**config.mk**
```make
export PLATFORM = sky130hd
export DESIGN_NAME = iopad_dir_ctrl
export DESIGN_NICKNAME = d
export VERILOG_FILES = /design/src/rtl/iopad_ctrl_pkg.sv /design/src/rtl/iopad_rr_arb.sv /design/src/rtl/iopad_dir_ctrl.sv
export SDC_FILE = /design/constraint.sdc
export NUM_CORES = 1
export LEC_CHECK = 0
export ABC_AREA = 1
export BUFFER_PORTS_ARGS = -buffer_cell sky130_fd_sc_hd__buf_2
export CAP_MARGIN = 15
export CORE_UTILIZATION = 25
export DETAILED_ROUTE_END_ITERATION = 12
export GPL_TIMING_DRIVEN = 0
export PLACE_DENSITY = 0.6
export SYNTH_ARGS = -nofsm -noshare
export SYNTH_HDL_FRONTEND = slang
export SYNTH_SLANG_ARGS = --single-unit
```
**constraint.sdc**
```tcl
create_clock -name clk -period 1.6 [get_ports clk]
set_clock_uncertainty 0.1 [all_clocks]
set_input_delay 0.16 -clock clk [delete_from_list [all_inputs] [get_ports clk]]
set_output_delay 0.16 -clock clk [all_outputs]
set_load 0.05 [all_outputs]
```
**src/rtl/iopad_ctrl_pkg.sv**
```systemverilog
// rtl/iopad_ctrl_pkg.sv - shared types and defaults for the iopad direction sequencer
// Contents: FSM state enum, arbitration priority encoding (WR=0, RD=1),
//   default parameter values and a small max helper for counter sizing.
package iopad_ctrl_pkg;

  typedef enum logic [2:0] {
    ST_IDLE   = 3'd0,
    ST_DRIVE  = 3'd1,
    ST_TURN   = 3'd2,
    ST_SWAIT  = 3'd3,
    ST_SAMPLE = 3'd4
  } state_e;

  typedef enum logic {
    PRIO_WR = 1'b0,
    PRIO_RD = 1'b1
  } prio_e;

  localparam int DW_DEF         = 8;
  localparam int TURN_CYC_DEF   = 2;
  localparam int SAMPLE_DLY_DEF = 1;

  function automatic int max2(input int a, input int b);
    return (a > b) ? a : b;
  endfunction

endpackage

```
**src/rtl/iopad_rr_arb.sv**
```systemverilog
// rtl/iopad_rr_arb.sv - two-requester round-robin arbiter (write vs read)
// Ports:
//   wr_req, rd_req : requests
//   prio           : side that wins a tie
//   gnt_wr, gnt_rd : one-hot (or zero) grant
//   prio_nxt       : priority after this decision; a grant hands priority
//                    to the other side, no grant leaves it unchanged
module iopad_rr_arb
  import iopad_ctrl_pkg::*;
(
  input  logic  wr_req,
  input  logic  rd_req,
  input  prio_e prio,
  output logic  gnt_wr,
  output logic  gnt_rd,
  output prio_e prio_nxt
);

  always_comb begin
    gnt_wr   = wr_req && (!rd_req || (prio == PRIO_WR));
    gnt_rd   = rd_req && (!wr_req || (prio == PRIO_RD));
    prio_nxt = prio;
    if (gnt_wr) begin
      prio_nxt = PRIO_RD;
    end else if (gnt_rd) begin
      prio_nxt = PRIO_WR;
    end
  end

endmodule

```
**src/rtl/iopad_dir_ctrl.sv**
```systemverilog
// rtl/iopad_dir_ctrl.sv - direction sequencer for a bidirectional iopad bank
// Shares one DW-wide pad bank between a write requester (drives the pad) and a
// read requester (samples the pad), with bus turnaround after writes and
// round-robin arbitration. All pad controls and handshakes are registered.
// Optional build macro: IOPAD_DRV_MASK_EN adds wr_mask, a per-bit drive enable
//   held with wr_data; released bits drive 0 on pad_dout.
// Ports:
//   clk, rst              : clock, synchronous active-high reset
//   wr_req/wr_data/wr_ack : write request, data, 1-cycle accept pulse
//   rd_req/rd_valid/rd_data : read request, 1-cycle valid pulse, captured data
//   pad_din               : pad input value
//   pad_dout/pad_dout_en  : pad output value and per-bit output enable
//   busy                  : sequencer not idle
module iopad_dir_ctrl
  import iopad_ctrl_pkg::*;
#(
  parameter int DW         = DW_DEF,
  parameter int TURN_CYC   = TURN_CYC_DEF,
  parameter int SAMPLE_DLY = SAMPLE_DLY_DEF
) (
  input  logic          clk,
  input  logic          rst,
  input  logic          wr_req,
  input  logic [DW-1:0] wr_data,
`ifdef IOPAD_DRV_MASK_EN
  input  logic [DW-1:0] wr_mask,
`endif
  output logic          wr_ack,
  input  logic          rd_req,
  output logic          rd_valid,
  output logic [DW-1:0] rd_data,
  input  logic [DW-1:0] pad_din,
  output logic [DW-1:0] pad_dout,
  output logic [DW-1:0] pad_dout_en,
  output logic          busy
);

  localparam int CW = $clog2(max2(TURN_CYC, SAMPLE_DLY) + 1);

  state_e        state_q, state_d;
  prio_e         prio_q, prio_d;
  logic [CW-1:0] cnt_q, cnt_d;
  logic [DW-1:0] rd_data_q, rd_data_d;
  logic [DW-1:0] pad_dout_q, pad_dout_d;
  logic [DW-1:0] pad_dout_en_q, pad_dout_en_d;
  logic          wr_ack_q, wr_ack_d;
  logic          rd_valid_q, rd_valid_d;

  logic          gnt_wr, gnt_rd;
  prio_e         prio_nxt;
  logic [DW-1:0] drv_en;
  logic          wr_go, rd_go;

`ifdef IOPAD_DRV_MASK_EN
  assign drv_en = wr_mask;
`else
  assign drv_en = '1;
`endif

  iopad_rr_arb u_arb (
    .wr_req   (wr_req),
    .rd_req   (rd_req),
    .prio     (prio_q),
    .gnt_wr   (gnt_wr),
    .gnt_rd   (gnt_rd),
    .prio_nxt (prio_nxt)
  );

  // Outputs are computed for the state being entered, so the registered pad
  // controls line up with the state they belong to.
  always_comb begin
    state_d       = state_q;
    prio_d        = prio_q;
    cnt_d         = cnt_q;
    rd_data_d     = rd_data_q;
    pad_dout_d    = '0;
    pad_dout_en_d = '0;
    wr_ack_d      = 1'b0;
    rd_valid_d    = 1'b0;
    wr_go         = 1'b0;
    rd_go         = 1'b0;

    case (state_q)
      ST_IDLE: begin
        if (gnt_wr) begin
          wr_go = 1'b1;
        end else if (gnt_rd) begin
          rd_go = 1'b1;
        end
      end
      ST_DRIVE: begin
        // wr_req still high in the ack cycle is the next word; keep driving
        // without turnaround unless the read side wins the tie.
        if (gnt_wr) begin
          wr_go = 1'b1;
        end else begin
          state_d = ST_TURN;
          cnt_d   = CW'(TURN_CYC);
        end
      end
      ST_TURN: begin
        if (cnt_q == CW'(1)) begin
          state_d = ST_IDLE;
        end else begin
          cnt_d = cnt_q - CW'(1);
        end
      end
      ST_SWAIT: begin
        if (cnt_q == CW'(1)) begin
          state_d = ST_SAMPLE;
        end else begin
          cnt_d = cnt_q - CW'(1);
        end
      end
      ST_SAMPLE: begin
        rd_data_d  = pad_din;
        rd_valid_d = 1'b1;
        state_d    = ST_IDLE;
      end
      default: begin
        state_d = ST_IDLE;
      end
    endcase

    if (wr_go) begin
      state_d       = ST_DRIVE;
      prio_d        = prio_nxt;
      wr_ack_d      = 1'b1;
      pad_dout_en_d = drv_en;
      pad_dout_d    = wr_data & drv_en;
    end
    if (rd_go) begin
      state_d = ST_SWAIT;
      prio_d  = prio_nxt;
      cnt_d   = CW'(SAMPLE_DLY);
    end
  end

  always_ff @(posedge clk) begin
    if (rst) begin
      state_q       <= ST_IDLE;
      prio_q        <= PRIO_WR;
      cnt_q         <= '0;
      rd_data_q     <= '0;
      pad_dout_q    <= '0;
      pad_dout_en_q <= '0;
      wr_ack_q      <= 1'b0;
      rd_valid_q    <= 1'b0;
    end else begin
      state_q       <= state_d;
      prio_q        <= prio_d;
      cnt_q         <= cnt_d;
      rd_data_q     <= rd_data_d;
      pad_dout_q    <= pad_dout_d;
      pad_dout_en_q <= pad_dout_en_d;
      wr_ack_q      <= wr_ack_d;
      rd_valid_q    <= rd_valid_d;
    end
  end

  assign wr_ack      = wr_ack_q;
  assign rd_valid    = rd_valid_q;
  assign rd_data     = rd_data_q;
  assign pad_dout    = pad_dout_q;
  assign pad_dout_en = pad_dout_en_q;
  assign busy        = (state_q != ST_IDLE);

endmodule
```
* Word-level counts from Yosys, hierarchy flattened
Index checks and enable logic that the tools add are counted.
Cells by class: $add $sub $neg 1, bitwise gates (word level) 3, eq/ne operators 15, muxes and demuxes 22, reduce and logical (&&, ||, !) cells 20
Operator list (number):
- 1-bit two-way mux | 12
- 4-bit != test (second input constant) | 3
- 3-bit one-hot mux with 4 select lines | 1
- 3-bit two-way mux | 3
- 3-bit != test (second input constant) | 3
- 2-bit two-way mux | 4
- 8-bit two-way mux | 1
- 2-bit != test (second input constant) | 4
- 4-bit AND reduction | 2
- 2-bit OR reduction | 4
- 3-bit by 2-bit equality test with 1-bit output (second input constant) | 2
- 3-bit AND reduction | 2
- 3-bit nonzero test | 2
- 2-bit one-hot mux with 2 select lines | 1
- 2-bit nonzero test | 2
- 3-bit by 1-bit equality test with 1-bit output (second input constant) | 1
- 3-bit equality test (second input constant) | 1
- 3-bit zero test | 1
- 1-bit NOT | 3
- 3-bit OR reduction | 1
- 2-bit by 1-bit equality test with 1-bit output (second input constant) | 1
- 1-bit logical AND | 2
- 1-bit zero test | 2
- 1-bit logical OR | 2
- 2-bit by 1-bit subtractor with 2-bit output (second input constant) | 1
Word-level totals: output and inout port bits 27, logic and storage cells 71, register bits 32, bits of input ports 20

* Longest topological paths before layout
Gate-level depths: netlist of the first run.
word-level depth 8, depth in mapped cells 8, mapped depth without buffers 8

* Modules after synthesis
From an unflattened synthesis of the first run, not the netlist that was laid out.
Second synthesis, totals: cell total of the unflattened synthesis 133, area, all modules 987.2 um^2
By module, submodules not included:
- iopad_dir_ctrl | instances 1, seq. area each 480.5 um^2, cells each 125, area each 952.2 um^2
- iopad_rr_arb | instances 1, seq. area each 0.0 um^2, cells each 8, area each 35.0 um^2

* Least setup slack after synthesis of the first run
Ideal clock, no wire load.
path type reg2out, start register, netlist name pad_dout_en[6], end output port pad_dout_en[0], buffers on the path 1, path slack 0.307 ns, required time 1.340 ns, data arrival time 1.033 ns, stages on the path, launching flop included 2, cells stage by stage dfxtp_1 -> buf_4
RTL lines:
- end, declared | line iopad_dir_ctrl.sv:34 | output logic [DW-1:0] pad_dout_en,

* Worst setup path after layout of the first run
start register pad_dout_en_q[6], in the netlist pad_dout_en[6], end output port pad_dout_en[6]
RTL lines:
- start, declared | line iopad_dir_ctrl.sv:45 | logic [DW-1:0] pad_dout_en_q, pad_dout_en_d;
- start signal, assigned | line iopad_dir_ctrl.sv:155 | pad_dout_en_q <= pad_dout_en_d;
No word-level cell between the ends.

==> flow_summary.html, run 1 <==
<table>
<tr><th>Metric</th><th>Value</th></tr>
<tr><th colspan="2">Synthesis</th></tr>
<tr><td>Total of flip-flops plus latches after synthesis</td><td>24</td></tr>
<tr><td>Synthesized area per cell</td><td>7.53 um^2</td></tr>
<tr><td>Synth Cell Area</td><td>about 950 um^2</td></tr>
<tr><td>Proportion of synthesized chip area in sequential cells</td><td>50.7%</td></tr>
<tr><td>Post-synthesis cell type count</td><td>19</td></tr>
<tr><td>Cells after synthesis</td><td>126</td></tr>
<tr><td>Number of warnings issued by yosys</td><td>0</td></tr>
<tr><td>Number of nets produced by synthesis</td><td>147</td></tr>
<tr><th colspan="2">Power</th></tr>
<tr><td>Power density normalized to cell area</td><td>1070 nW/um^2</td></tr>
<tr><td>Leak pwr</td><td>~0.73 nW</td></tr>
<tr><td>Overall power of the completed layout</td><td>1.43 mW</td></tr>
<tr><td>Highest ir drop seen on vdd</td><td>538 uV</td></tr>
<tr><th colspan="2">Run</th></tr>
<tr><td>Number of violations of the max-capacitance limit</td><td>0</td></tr>
<tr><th colspan="2">Routing</th></tr>
<tr><td>Total iterations of the first detailed-routing run</td><td>4</td></tr>
<tr><td>Average wire per standard cell</td><td>8.33 um</td></tr>
<tr><td>Final wirelength</td><td>between 1500 and 2000 um</td></tr>
<tr><td>Vias per std cell</td><td>3.87</td></tr>
<tr><td>Vias after detailed routing</td><td>882</td></tr>
<tr><td>Remaining number of nets flagged by the antenna check after routing</td><td>0</td></tr>
<tr><td>Starting DRT DRC Count</td><td>11</td></tr>
<tr><td>Post-route DRC</td><td>0</td></tr>
<tr><th colspan="2">Timing</th></tr>
<tr><td>Minimum period implied by the final worst setup slack</td><td>1.39 ns</td></tr>
<tr><td>Max Clock Freq</td><td>721 MHz</td></tr>
<tr><td>Worst Max-Slew Pin Slew</td><td>slightly above 0.4 ns</td></tr>
<tr><td>Final cycle utilization of the critical path</td><td>86.7%</td></tr>
<tr><td>Relative slew slack</td><td>between 70% and 80%</td></tr>
<tr><td>Pins Over Slew Limit</td><td>0</td></tr>
<tr><td>Setup TNS Final</td><td>0 ns</td></tr>
<tr><td>Number of setup violations in the final report</td><td>0</td></tr>
<tr><td>Setup repair after global routing missed its margin</td><td>no</td></tr>
<tr><td>Count of final hold-check violations</td><td>0</td></tr>
<tr><th colspan="2">Place</th></tr>
<tr><td>GP Congestion</td><td>0.749</td></tr>
<tr><td>Post-placement cell area</td><td>1240 um^2</td></tr>
<tr><td>Placed wire-length estimate after detailed placement</td><td>roughly 1500 um</td></tr>
<tr><td>Count of port buffers added during placement</td><td>46</td></tr>
<tr><th colspan="2">Global route</th></tr>
<tr><td>Remaining Overflow, GRT</td><td>0</td></tr>
<tr><td>Maximum number of pins on one net before global-route repair</td><td>14</td></tr>
<tr><td>Wire length of the first global-routing pass</td><td>3320 um</td></tr>
<tr><td>Antenna violations before repair</td><td>0</td></tr>
<tr><td>All-Layer GR Usage</td><td>10.3%</td></tr>
<tr><td>Vias in the first global route</td><td>807</td></tr>
<tr><th colspan="2">Final layout</th></tr>
<tr><td>Core Util, Final</td><td>36.4%</td></tr>
<tr><td>Finished Cell Area</td><td>1330 um^2</td></tr>
<tr><td>Area Overhead vs Synth</td><td>40.6%</td></tr>
<tr><td>Final #Nets</td><td>202</td></tr>
<tr><td>Fill cell total of the finished layout</td><td>approximately 400</td></tr>
<tr><td>Most frequent standard cell in the layout excluding fill and tap cells</td><td>buf_2</td></tr>
<tr><td>Ratio of cells with drive above 1 in the final layout</td><td>37.8%</td></tr>
<tr><td>Leading cell types in the layout, fill and taps excluded</td><td>buf_2 (46), nor2_1 (32), dfxtp_1 (24)</td></tr>
<tr><td>Antenna diode count</td><td>0</td></tr>
<tr><th colspan="2">Critical path</th></tr>
<tr><td>Slowest library cell on the worst path</td><td>dfxtp_1</td></tr>
<tr><td>Chain of cells forming the critical path</td><td>buf_4 &gt; buf_2</td></tr>
<tr><td>Start-to-end type of the worst setup path</td><td>reg2out</td></tr>
<tr><td>Worst Path Arrival</td><td>1.13 ns</td></tr>
<tr><td>Largest stage delay, worst path</td><td>0.47 ns</td></tr>
<tr><td>Largest fanout on the critical path</td><td>9</td></tr>
<tr><td>Data required time of the critical path</td><td>roughly 1.3 ns</td></tr>
<tr><td>Element type at the critical path end</td><td>output port</td></tr>
<tr><td>Worst setup SP type</td><td>flop</td></tr>
<tr><th colspan="2">Floorplan</th></tr>
<tr><td>Overall die area</td><td>4040 um^2</td></tr>
<tr><td>Initial Util</td><td>between 20 and 30%</td></tr>
<tr><td>Placeable core region</td><td>3660 um^2</td></tr>
<tr><td># rows</td><td>22</td></tr>
<tr><td>Ports placed on the boundary</td><td>47</td></tr>
<tr><td>Die W</td><td>63.6 um</td></tr>
<tr><td>Die height</td><td>63.6 um</td></tr>
<tr><th colspan="2">Clocking</th></tr>
<tr><td>Clock sink total</td><td>24</td></tr>
<tr><td>CTS tree</td><td>done</td></tr>
<tr><td>Number of H-tree branching levels</td><td>1</td></tr>
<tr><td>Clock tree buffer depth</td><td>2</td></tr>
<tr><td>Cts bufs inserted</td><td>3</td></tr>
<tr><td>Clock transition at the registers of the reported paths</td><td>0.08 ns</td></tr>
<tr><td># Post-CTS Setup Buffers</td><td>0</td></tr>
<tr><td>Insertion delay of the later-clocked pin in the worst-skew pair</td><td>approximately 0.26 ns</td></tr>
<tr><td>Root cell of the clock tree</td><td>clkbuf_8</td></tr>
<tr><th colspan="2">Outcome</th></tr>
<tr><td>Outcome</td><td>complete, no violations</td></tr>
<tr><th colspan="2">Hold path</th></tr>
<tr><td>Worst Hold Class</td><td>in2reg</td></tr>
</table>
[through the flow]
step / hold slack (ns) / worst slack [ns] / instances
after floorplan: 0.132 / 0.307 / 126
after global placement: 0.274 / 0.370 / 220
after detailed placement: 0.277 / 0.351 / 220
after CTS: 0.000811 / 0.190 / 227
after global routing: 0.00241 / 0.131 / 228
final: 0.00432 / 0.213 / 228
[worst max-delay path: cells and delay by family (launching register included)]
| kind | cells | cell delay, ns |
|---|---|---|
| flops | 1 | 0.47 |
| buf+inv | 2 | 0.40 |
[where the power goes]
group	internal (mW)	leakage [nW]	switching, mW	total [mW]
clock network	0.219	0.0288	0.177	0.397
logic	0.126	0.507	0.245	0.371
registers	0.632	0.196	0.0269	0.659
[layout make-up]
type	instances	area (um^2)	area share, %
sequential	24	480	36.0
multi-input combinational	73	329	24.7
timing repair buffer	50	270	20.3
inverter	20	75.1	5.63
buffer	9	63.8	4.78
tap	48	60.1	4.50
clock buffer	4	55.1	4.13
[metal layers]
metal / GRT usage, % / up-vias / share of wire [%]
met5: 0 / - / 0
met4: 1.70 / 0 / 0.32
met3: 5.07 / 2 / 8.7
met2: 18.5 / 29 / 48
met1: 10.8 / 372 / 43
li1: - / 479 / -
[registers in the layout, summed over array words and instances, names as in the netlist]
signal	count
state_q	3
prio_q	1
rd_data	8
cnt_q	2
pad_dout	8
rd_valid	1
pad_dout_en	1
[kinds of logic after synthesis]
logic type | after synthesis | synth area share (%)
AND/OR/NAND/NOR | 59 | 26.1
AO/OA/AOI/OAI | 13 | 7.26
flip-flops | 24 | 50.7
buffers and inverters | 29 | 14.6
adder cells (fa/ha/maj) | 1 | 1.32
[Yosys cell counts (all sizes together)]
library cell,n,share of area (%)
a21oi,3,2.0
buf,9,6.7
dfxtp,24,51
ha,1,1.3
inv,20,7.9
nand2,18,7.7
nand3,2,1.1
nand4,2,1.3
nor2,34,14
nor3,1,0.53
o21ai,10,5.3
or2,2,1.6
[path summary, 6_finish.rpt]
kind / startpoint / slack, ns / cells past startpoint / endpoint
worst max-delay path: pad_dout_en[6]$_SDFF_PP0_ / 0.21 / 2 / pad_dout_en[6]
worst max register to register: cnt_q[1]$_SDFFE_PP0P_ / 0.34 / 5 / cnt_q[1]$_SDFFE_PP0P_
worst min register to register: rd_data[3]$_SDFFE_PP0P_ / 0.39 / 2 / rd_data[3]$_SDFFE_PP0P_
worst min-delay path: wr_data[7] / 0.004 / 3 / pad_dout[7]$_SDFF_PP0_
[what timing repair did]
action	4_1_cts	5_1_grt
hold buffers	3	1
hold endpoints to repair	3	1
gates resized for setup	0	0
No activity file was read; power rests on OpenSTA's default activity.
==> run 2, diff against run 1 <==
Settings changed: CAP_MARGIN 15 to not set, CORE_UTILIZATION 25 to 44, PLACE_DENSITY 0.6 to 0.88.
==> flow_summary.html, run 2 (synthesis results as in run 1) <==
<table>
<tr><th>Metric</th><th>Value</th></tr>
<tr><th colspan="2">Outcome</th></tr>
<tr><td>Outcome</td><td>finished with violations</td></tr>
<tr><td>Failing checks</td><td>hold timing</td></tr>
<tr><th colspan="2">Timing</th></tr>
<tr><td>Max Clock Freq</td><td>666 MHz (-7.6%)</td></tr>
<tr><td>Worst Max-Slew Pin Slew</td><td>0.407 ns (+0.000862 ns)</td></tr>
<tr><td>Number of setup violations in the final report</td><td>0 (unchanged)</td></tr>
<tr><td>Final cycle utilization of the critical path</td><td>93.8% (+7.1 points)</td></tr>
<tr><td>Setup repair after global routing missed its margin</td><td>no</td></tr>
<tr><td>Pins Over Slew Limit</td><td>0 (unchanged)</td></tr>
<tr><td>Minimum period implied by the final worst setup slack</td><td>1.50 ns (+0.114 ns)</td></tr>
<tr><td>Worst hold-check slack</td><td>-0.00233 ns (-0.00665 ns)</td></tr>
<tr><td>Count of final hold-check violations</td><td>2 (+2)</td></tr>
<tr><td>Setup TNS Final</td><td>0 ns (unchanged)</td></tr>
<tr><td>Relative slew slack</td><td>72.9% (about the same)</td></tr>
<tr><th colspan="2">Critical path</th></tr>
<tr><td>Start-to-end type of the worst setup path</td><td>reg2out</td></tr>
<tr><td>Data required time of the critical path</td><td>1.34 ns (about the same)</td></tr>
<tr><td>Cell family contributing the most delay on the critical path</td><td>flip-flops</td></tr>
<tr><td>Largest stage delay, worst path</td><td>0.50 ns (+0.03 ns)</td></tr>
<tr><td>Slowest library cell on the worst path</td><td>dfxtp_1</td></tr>
<tr><td>Flop-to-flop setup slack</td><td>0.31 ns (-0.03 ns)</td></tr>
<tr><td>Worst setup SP type</td><td>flop</td></tr>
<tr><td>Element type at the critical path end</td><td>output port</td></tr>
<tr><td>Chain of cells forming the critical path</td><td>buf_4 &gt; buf_2</td></tr>
<tr><td>Worst Path Arrival</td><td>1.24 ns (+0.11 ns)</td></tr>
<tr><td>Largest fanout on the critical path</td><td>9 (unchanged)</td></tr>
<tr><td>Combined buffer and inverter count along the critical path</td><td>2 (unchanged)</td></tr>
<tr><th colspan="2">Global route</th></tr>
<tr><td>Maximum number of pins on one net before global-route repair</td><td>15 (+1)</td></tr>
<tr><td>Antenna violations before repair</td><td>0 (unchanged)</td></tr>
<tr><td>Vias in the first global route</td><td>1018 (+26%)</td></tr>
<tr><td>Wire length of the first global-routing pass</td><td>4210 um (+27%)</td></tr>
<tr><td>Global-route track usage on met2</td><td>43.0% (+24 points)</td></tr>
<tr><td>Global routing usage on met3</td><td>6.92% (+1.8 points)</td></tr>
<tr><td>Most congested layer reported by global routing</td><td>met2</td></tr>
<tr><td>All-Layer GR Usage</td><td>23.3% (+13 points)</td></tr>
<tr><td>Met1 demand-to-capacity share in global routing</td><td>21.1% (+10 points)</td></tr>
<tr><td>Remaining Overflow, GRT</td><td>0 (unchanged)</td></tr>
<tr><th colspan="2">Clocking</th></tr>
<tr><td>Clock sink total</td><td>24 (unchanged)</td></tr>
<tr><td>Cts bufs inserted</td><td>3 (unchanged)</td></tr>
<tr><td>Clock transition at the registers of the reported paths</td><td>0.14 ns (+0.06 ns)</td></tr>
<tr><td>Number of H-tree branching levels</td><td>1 (unchanged)</td></tr>
<tr><td>CTS-repair resized insts</td><td>0 (unchanged)</td></tr>
<tr><td>Insertion delay of the later-clocked pin in the worst-skew pair</td><td>0.32 ns (+0.06 ns)</td></tr>
<tr><td>CTS tree</td><td>done</td></tr>
<tr><td>Number of hold buffers added after cts</td><td>13 (+10)</td></tr>
<tr><td>Root cell of the clock tree</td><td>clkbuf_4</td></tr>
<tr><td># Post-CTS Setup Buffers</td><td>0 (unchanged)</td></tr>
<tr><td>Clock tree buffer depth</td><td>2 (unchanged)</td></tr>
<tr><th colspan="2">Routing</th></tr>
<tr><td>Final wirelength</td><td>2500 um (+32%)</td></tr>
<tr><td>Total iterations of the first detailed-routing run</td><td>4 (unchanged)</td></tr>
<tr><td>Post-route DRC</td><td>0 (unchanged)</td></tr>
<tr><td>Remaining number of nets flagged by the antenna check after routing</td><td>0 (unchanged)</td></tr>
<tr><td>Vias after detailed routing</td><td>1028 (+17%)</td></tr>
<tr><td>Average wire per standard cell</td><td>11.5 um (+38%)</td></tr>
<tr><td>Starting DRT DRC Count</td><td>9 (-2)</td></tr>
<tr><td>Vias per std cell</td><td>4.74 (+22%)</td></tr>
<tr><th colspan="2">Hold path</th></tr>
<tr><td>Worst Hold Class</td><td>in2reg</td></tr>
<tr><th colspan="2">Place</th></tr>
<tr><td>Count of port buffers added during placement</td><td>46 (unchanged)</td></tr>
<tr><td>Placed wire-length estimate after detailed placement</td><td>1530 um (+5.5%)</td></tr>
<tr><td>GP Congestion</td><td>0.735 (-1.9%)</td></tr>
<tr><th colspan="2">Run</th></tr>
<tr><td>Number of violations of the max-capacitance limit</td><td>0 (unchanged)</td></tr>
<tr><th colspan="2">Floorplan</th></tr>
<tr><td># rows</td><td>16 (-27%)</td></tr>
<tr><td>Initial Util</td><td>47.4% (+21 points)</td></tr>
<tr><td>Ports placed on the boundary</td><td>47 (unchanged)</td></tr>
<tr><td>Overall die area</td><td>2340 um^2 (-42%)</td></tr>
<tr><td>Die W</td><td>48.4 um (-24%)</td></tr>
<tr><td>Die height</td><td>48.4 um (-24%)</td></tr>
<tr><td>Placeable core region</td><td>2000 um^2 (-45%)</td></tr>
<tr><th colspan="2">Final layout</th></tr>
<tr><td>Most frequent standard cell in the layout excluding fill and tap cells</td><td>buf_2</td></tr>
<tr><td>Final #Nets</td><td>212 (+5.0%)</td></tr>
<tr><td>Leading cell types in the layout, fill and taps excluded</td><td>buf_2 (46), nor2_1 (32), dfxtp_1 (24)</td></tr>
<tr><td>Ratio of cells with drive above 1 in the final layout</td><td>35.8% (-2.0 points)</td></tr>
<tr><td>Antenna diode count</td><td>0 (unchanged)</td></tr>
<tr><td>Area Overhead vs Synth</td><td>48.2%</td></tr>
<tr><th colspan="2">Power</th></tr>
<tr><td>Overall power of the completed layout</td><td>1.50 mW (+5.4%)</td></tr>
<tr><td>Leak pwr</td><td>0.773 nW (+5.6%)</td></tr>
<tr><td>Highest ir drop seen on vdd</td><td>832 uV (+55%)</td></tr>
<tr><td>Power density normalized to cell area</td><td>1070 nW/um^2 (about the same)</td></tr>
</table>
==> run 2: final timing paths <==
kind / cells after the start / startpoint / endpoint
setup / recovery: 2 / pad_dout_en[6]$_SDFF_PP0_ / pad_dout_en[7]
hold reg to reg: 2 / rd_data[0]$_SDFFE_PP0P_ / rd_data[0]$_SDFFE_PP0P_
setup reg to reg: 5 / state_q[1]$_SDFFE_PP0P_ / rd_data[2]$_SDFFE_PP0P_
hold / removal: 3 / pad_din[4] / rd_data[4]$_SDFFE_PP0P_
==> run 2: metrics by stage <==
step,cells,worst slack (ns),instance area (um^2),util (%)
final,217,0.0994,1410,70.2
after global routing,217,0.0355,1410,70.2
after CTS,216,0.106,1400,69.7
after detailed placement,199,0.345,1210,60.6
after global placement,199,0.391,1210,60.6
after floorplan,126,0.307,948,-
==> run 2: where the power goes <==
group	total, mW	switching [mW]	internal, mW
combinational	0.401	0.259	0.141
sequential	0.662	0.0290	0.633
clock	0.440	0.187	0.253
==> run 2: layout make-up <==
type,count,area [um^2]
fill,163,597
sequential,24,480
timing repair buffer,60,370
multi-input combinational,73,329
inverter,20,75.1
buffer,9,63.8
tap,27,33.8
clock inverter,1,30.0
clock buffer,3,22.5
==> run 2: layer usage <==
layer / routed length (um) / share of wire [%]
met5: 0 / 0
met4: 165 / 6.6
met3: 143 / 5.7
met2: 1300 / 52
met1: 889 / 36
==> run 2: worst register-to-register path, stage by stage, from the launching register on <==
cell and delay (ns):
dfxtp_1 0.40, nor2_2 0.20, nand2_2 0.18, inv_2 0.18, nor2_1 0.06, nor2_1 0.10
==> run 3, diff against run 2 <==
Settings changed: CORE_UTILIZATION 44 to 46, CTS_BUF_LIST set to sky130_fd_sc_hd__clkbuf_4, PLACE_DENSITY 0.88 to 0.91.
==> flow_summary.html, run 3 (synthesis results as in run 1) <==
<table>
<tr><th>Metric</th><th>Value</th></tr>
<tr><th colspan="2">Critical path</th></tr>
<tr><td>Largest stage delay, worst path</td><td>0.48 ns (-0.02 ns)</td></tr>
<tr><td>Worst setup SP type</td><td>flop</td></tr>
<tr><td>Chain of cells forming the critical path</td><td>buf_4 &gt; buf_2</td></tr>
<tr><td>R2R cell count</td><td>6 (+1)</td></tr>
<tr><td>Slowest library cell on the worst path</td><td>dfxtp_1</td></tr>
<tr><td>Combined buffer and inverter count along the critical path</td><td>2 (unchanged)</td></tr>
<tr><td>Flop-to-flop setup slack</td><td>0.26 ns (-0.05 ns)</td></tr>
<tr><td>Startpoint of the most critical setup path</td><td>pad_dout_en[6]$_SDFF_PP0_</td></tr>
<tr><td>Worst Path Arrival</td><td>1.19 ns (-0.05 ns)</td></tr>
<tr><td>Data required time of the critical path</td><td>1.34 ns (about the same)</td></tr>
<tr><td>Start-to-end type of the worst setup path</td><td>reg2out</td></tr>
<tr><td>Largest fanout on the critical path</td><td>9 (unchanged)</td></tr>
<tr><td>Element type at the critical path end</td><td>output port</td></tr>
<tr><td>Capture instance of the worst register-to-register path</td><td>cnt_q[0]$_SDFFE_PP0P_</td></tr>
<tr><td>Cell family contributing the most delay on the critical path</td><td>flip-flops</td></tr>
<tr><td>Startpoint of the worst register-to-register path</td><td>cnt_q[1]$_SDFFE_PP0P_</td></tr>
<tr><th colspan="2">Floorplan</th></tr>
<tr><td>Die W</td><td>47.4 um (-2.1%)</td></tr>
<tr><td>Placeable core region</td><td>1940 um^2 (-3.0%)</td></tr>
<tr><td>Die height</td><td>47.4 um (-2.1%)</td></tr>
<tr><td>Ports placed on the boundary</td><td>47 (unchanged)</td></tr>
<tr><td>Overall die area</td><td>2250 um^2 (-4.2%)</td></tr>
<tr><td>Initial Util</td><td>48.8% (+1.5 points)</td></tr>
<tr><td># rows</td><td>16 (unchanged)</td></tr>
<tr><th colspan="2">Routing</th></tr>
<tr><td>Post-route DRC</td><td>0 (unchanged)</td></tr>
<tr><td>Total iterations of the first detailed-routing run</td><td>4 (unchanged)</td></tr>
<tr><td>Average wire per standard cell</td><td>9.95 um (-14%)</td></tr>
<tr><td>Vias after detailed routing</td><td>955 (-7.1%)</td></tr>
<tr><td>Vias per std cell</td><td>4.44 (-6.2%)</td></tr>
<tr><td>Final wirelength</td><td>2140 um (-14%)</td></tr>
<tr><td>Starting DRT DRC Count</td><td>11 (+2)</td></tr>
<tr><td>Remaining number of nets flagged by the antenna check after routing</td><td>0 (unchanged)</td></tr>
<tr><th colspan="2">Global route</th></tr>
<tr><td>All-Layer GR Usage</td><td>19.9% (-3.4 points)</td></tr>
<tr><td>Vias in the first global route</td><td>827 (-19%)</td></tr>
<tr><td>Antenna violations before repair</td><td>0 (unchanged)</td></tr>
<tr><td>Remaining Overflow, GRT</td><td>0 (unchanged)</td></tr>
<tr><td>Maximum number of pins on one net before global-route repair</td><td>14 (-1)</td></tr>
<tr><td>Wire length of the first global-routing pass</td><td>3060 um (-27%)</td></tr>
<tr><th colspan="2">Clocking</th></tr>
<tr><td>CTS tree</td><td>done</td></tr>
<tr><td>Insertion delay of the later-clocked pin in the worst-skew pair</td><td>0.30 ns (-0.02 ns)</td></tr>
<tr><td>Clock tree buffer depth</td><td>2 (unchanged)</td></tr>
<tr><td>CTS-repair resized insts</td><td>0 (unchanged)</td></tr>
<tr><td>Clock transition at the registers of the reported paths</td><td>0.13 ns (about the same)</td></tr>
<tr><td>Number of hold buffers added after cts</td><td>12 (-1)</td></tr>
<tr><td>Number of H-tree branching levels</td><td>1 (unchanged)</td></tr>
<tr><td>Root cell of the clock tree</td><td>clkbuf_4</td></tr>
<tr><td># Post-CTS Setup Buffers</td><td>0 (unchanged)</td></tr>
<tr><td>Clock sink total</td><td>24 (unchanged)</td></tr>
<tr><td>Cts bufs inserted</td><td>3 (unchanged)</td></tr>
<tr><th colspan="2">Power</th></tr>
<tr><td>Overall power of the completed layout</td><td>1.32 mW (-12%)</td></tr>
<tr><td>Leak pwr</td><td>0.752 nW (-2.7%)</td></tr>
<tr><td>Highest ir drop seen on vdd</td><td>623 uV (-25%)</td></tr>
<tr><td>Power density normalized to cell area</td><td>969 nW/um^2 (-9.5%)</td></tr>
<tr><th colspan="2">Final layout</th></tr>
<tr><td>Ratio of cells with drive above 1 in the final layout</td><td>35.6% (-0.15 points)</td></tr>
<tr><td>Area Overhead vs Synth</td><td>43.3%</td></tr>
<tr><td>Leading cell types in the layout, fill and taps excluded</td><td>buf_2 (46), nor2_1 (32), dfxtp_1 (24)</td></tr>
<tr><td>Finished Cell Area</td><td>1360 um^2 (-3.3%)</td></tr>
<tr><td>Most frequent standard cell in the layout excluding fill and tap cells</td><td>buf_2</td></tr>
<tr><td>Sequential cell area</td><td>480 um^2 (unchanged)</td></tr>
<tr><td>Antenna diode count</td><td>0 (unchanged)</td></tr>
<tr><td>Fill cell total of the finished layout</td><td>170 (+4.3%)</td></tr>
<tr><td>Area taken by multi-input logic gates</td><td>329 um^2 (unchanged)</td></tr>
<tr><td>Core Util, Final</td><td>70.0% (-0.21 points)</td></tr>
<tr><td>Final #Nets</td><td>210 (-0.94%)</td></tr>
<tr><td>Non-filler instance count after layout</td><td>215 (-0.92%)</td></tr>
<tr><th colspan="2">Timing</th></tr>
<tr><td>Final cycle utilization of the critical path</td><td>90.5% (-3.3 points)</td></tr>
<tr><td>Max Clock Freq</td><td>691 MHz (+3.6%)</td></tr>
<tr><td>Setup TNS Final</td><td>0 ns (unchanged)</td></tr>
<tr><td>Setup repair after global routing missed its margin</td><td>no</td></tr>
<tr><td>PnR worst setup slack</td><td>0.152 ns (+0.0525 ns)</td></tr>
<tr><td>Count of final hold-check violations</td><td>0 (-2)</td></tr>
<tr><td>Number of setup violations in the final report</td><td>0 (unchanged)</td></tr>
<tr><td>Worst hold-check slack</td><td>0.00565 ns (+0.00798 ns)</td></tr>
<tr><td>Minimum period implied by the final worst setup slack</td><td>1.45 ns (-0.0525 ns)</td></tr>
<tr><td>Relative slew slack</td><td>75.4% (+2.5 points)</td></tr>
<tr><td>Worst Max-Slew Pin Slew</td><td>0.368 ns (-0.0381 ns)</td></tr>
<tr><td>Pins Over Slew Limit</td><td>0 (unchanged)</td></tr>
<tr><th colspan="2">Place</th></tr>
<tr><td>Post-placement cell area</td><td>1210 um^2 (unchanged)</td></tr>
<tr><td>Cell Count Post-Placement</td><td>199 (unchanged)</td></tr>
<tr><td>Setup slack at placement</td><td>0.309 ns (-0.0360 ns)</td></tr>
<tr><td>Placed wire-length estimate after detailed placement</td><td>1520 um (-0.61%)</td></tr>
<tr><td>GP Congestion</td><td>0.746 (+1.4%)</td></tr>
<tr><td>Count of port buffers added during placement</td><td>46 (unchanged)</td></tr>
<tr><th colspan="2">Run</th></tr>
<tr><td>Number of violations of the max-capacitance limit</td><td>0 (unchanged)</td></tr>
<tr><th colspan="2">Hold path</th></tr>
<tr><td>Hold path depth</td><td>3 (unchanged)</td></tr>
<tr><td>Hold endpoint</td><td>rd_data[0]$_SDFFE_PP0P_</td></tr>
<tr><td>Worst Hold Launch</td><td>pad_din[0]</td></tr>
<tr><td>Worst Hold Class</td><td>in2reg</td></tr>
<tr><th colspan="2">Outcome</th></tr>
<tr><td>Outcome</td><td>complete, no violations</td></tr>
</table>
## run 3: changes by cell type in the layout (fill, tap and decap cells not counted)
cell           delta
bufinv_16         -1
clkinv_1          +1
dlygate4sd3_1     -2
## run 3: area by class of cell
cell class,count,area share (%)
sequential,24,35.4
buffer,9,4.70
clock buffer,3,1.66
inverter,20,5.52
clock inverter,1,0.276
timing repair buffer,58,25.8
tap,27,2.49
multi-input combinational,73,24.2
## run 3: worst max path at each step
stage,to,slack (ns),depth (start not counted)
final,pad_dout_en[2],0.15,2
after global routing,pad_dout_en[0],0.06,2
after CTS,pad_dout_en[2],0.15,2
after detailed placement,cnt_q[0]$_SDFFE_PP0P_,0.31,6
after global placement,cnt_q[1]$_SDFFE_PP0P_,0.39,5
after floorplan,pad_dout_en[0],0.31,1
## run 3: power breakdown
group          internal, mW  switching, mW  leakage [nW]
Sequential            0.633         0.0296         0.196
Combinational         0.139          0.257         0.541
Clock                0.0907          0.166        0.0154
Total                 0.863          0.453         0.752
## run 3: routing by layer
metal	global-route usage, %	vias up	wire length (um)
met5	0	-	0
met4	10.9	0	27
met3	2.69	2	101
met2	40.8	32	1140
met1	17.9	425	872
li1	-	496	-
## run 3: worst register-to-register path, delay by kind of cell (launching register included)
family | cells | cell delay [ns]
and+or+nand+nor | 3 | 0.38
DFF | 1 | 0.35
adders and majority gates | 1 | 0.21
AOI/OAI and AO/OA | 1 | 0.18
buffers and inverters | 1 | 0.05
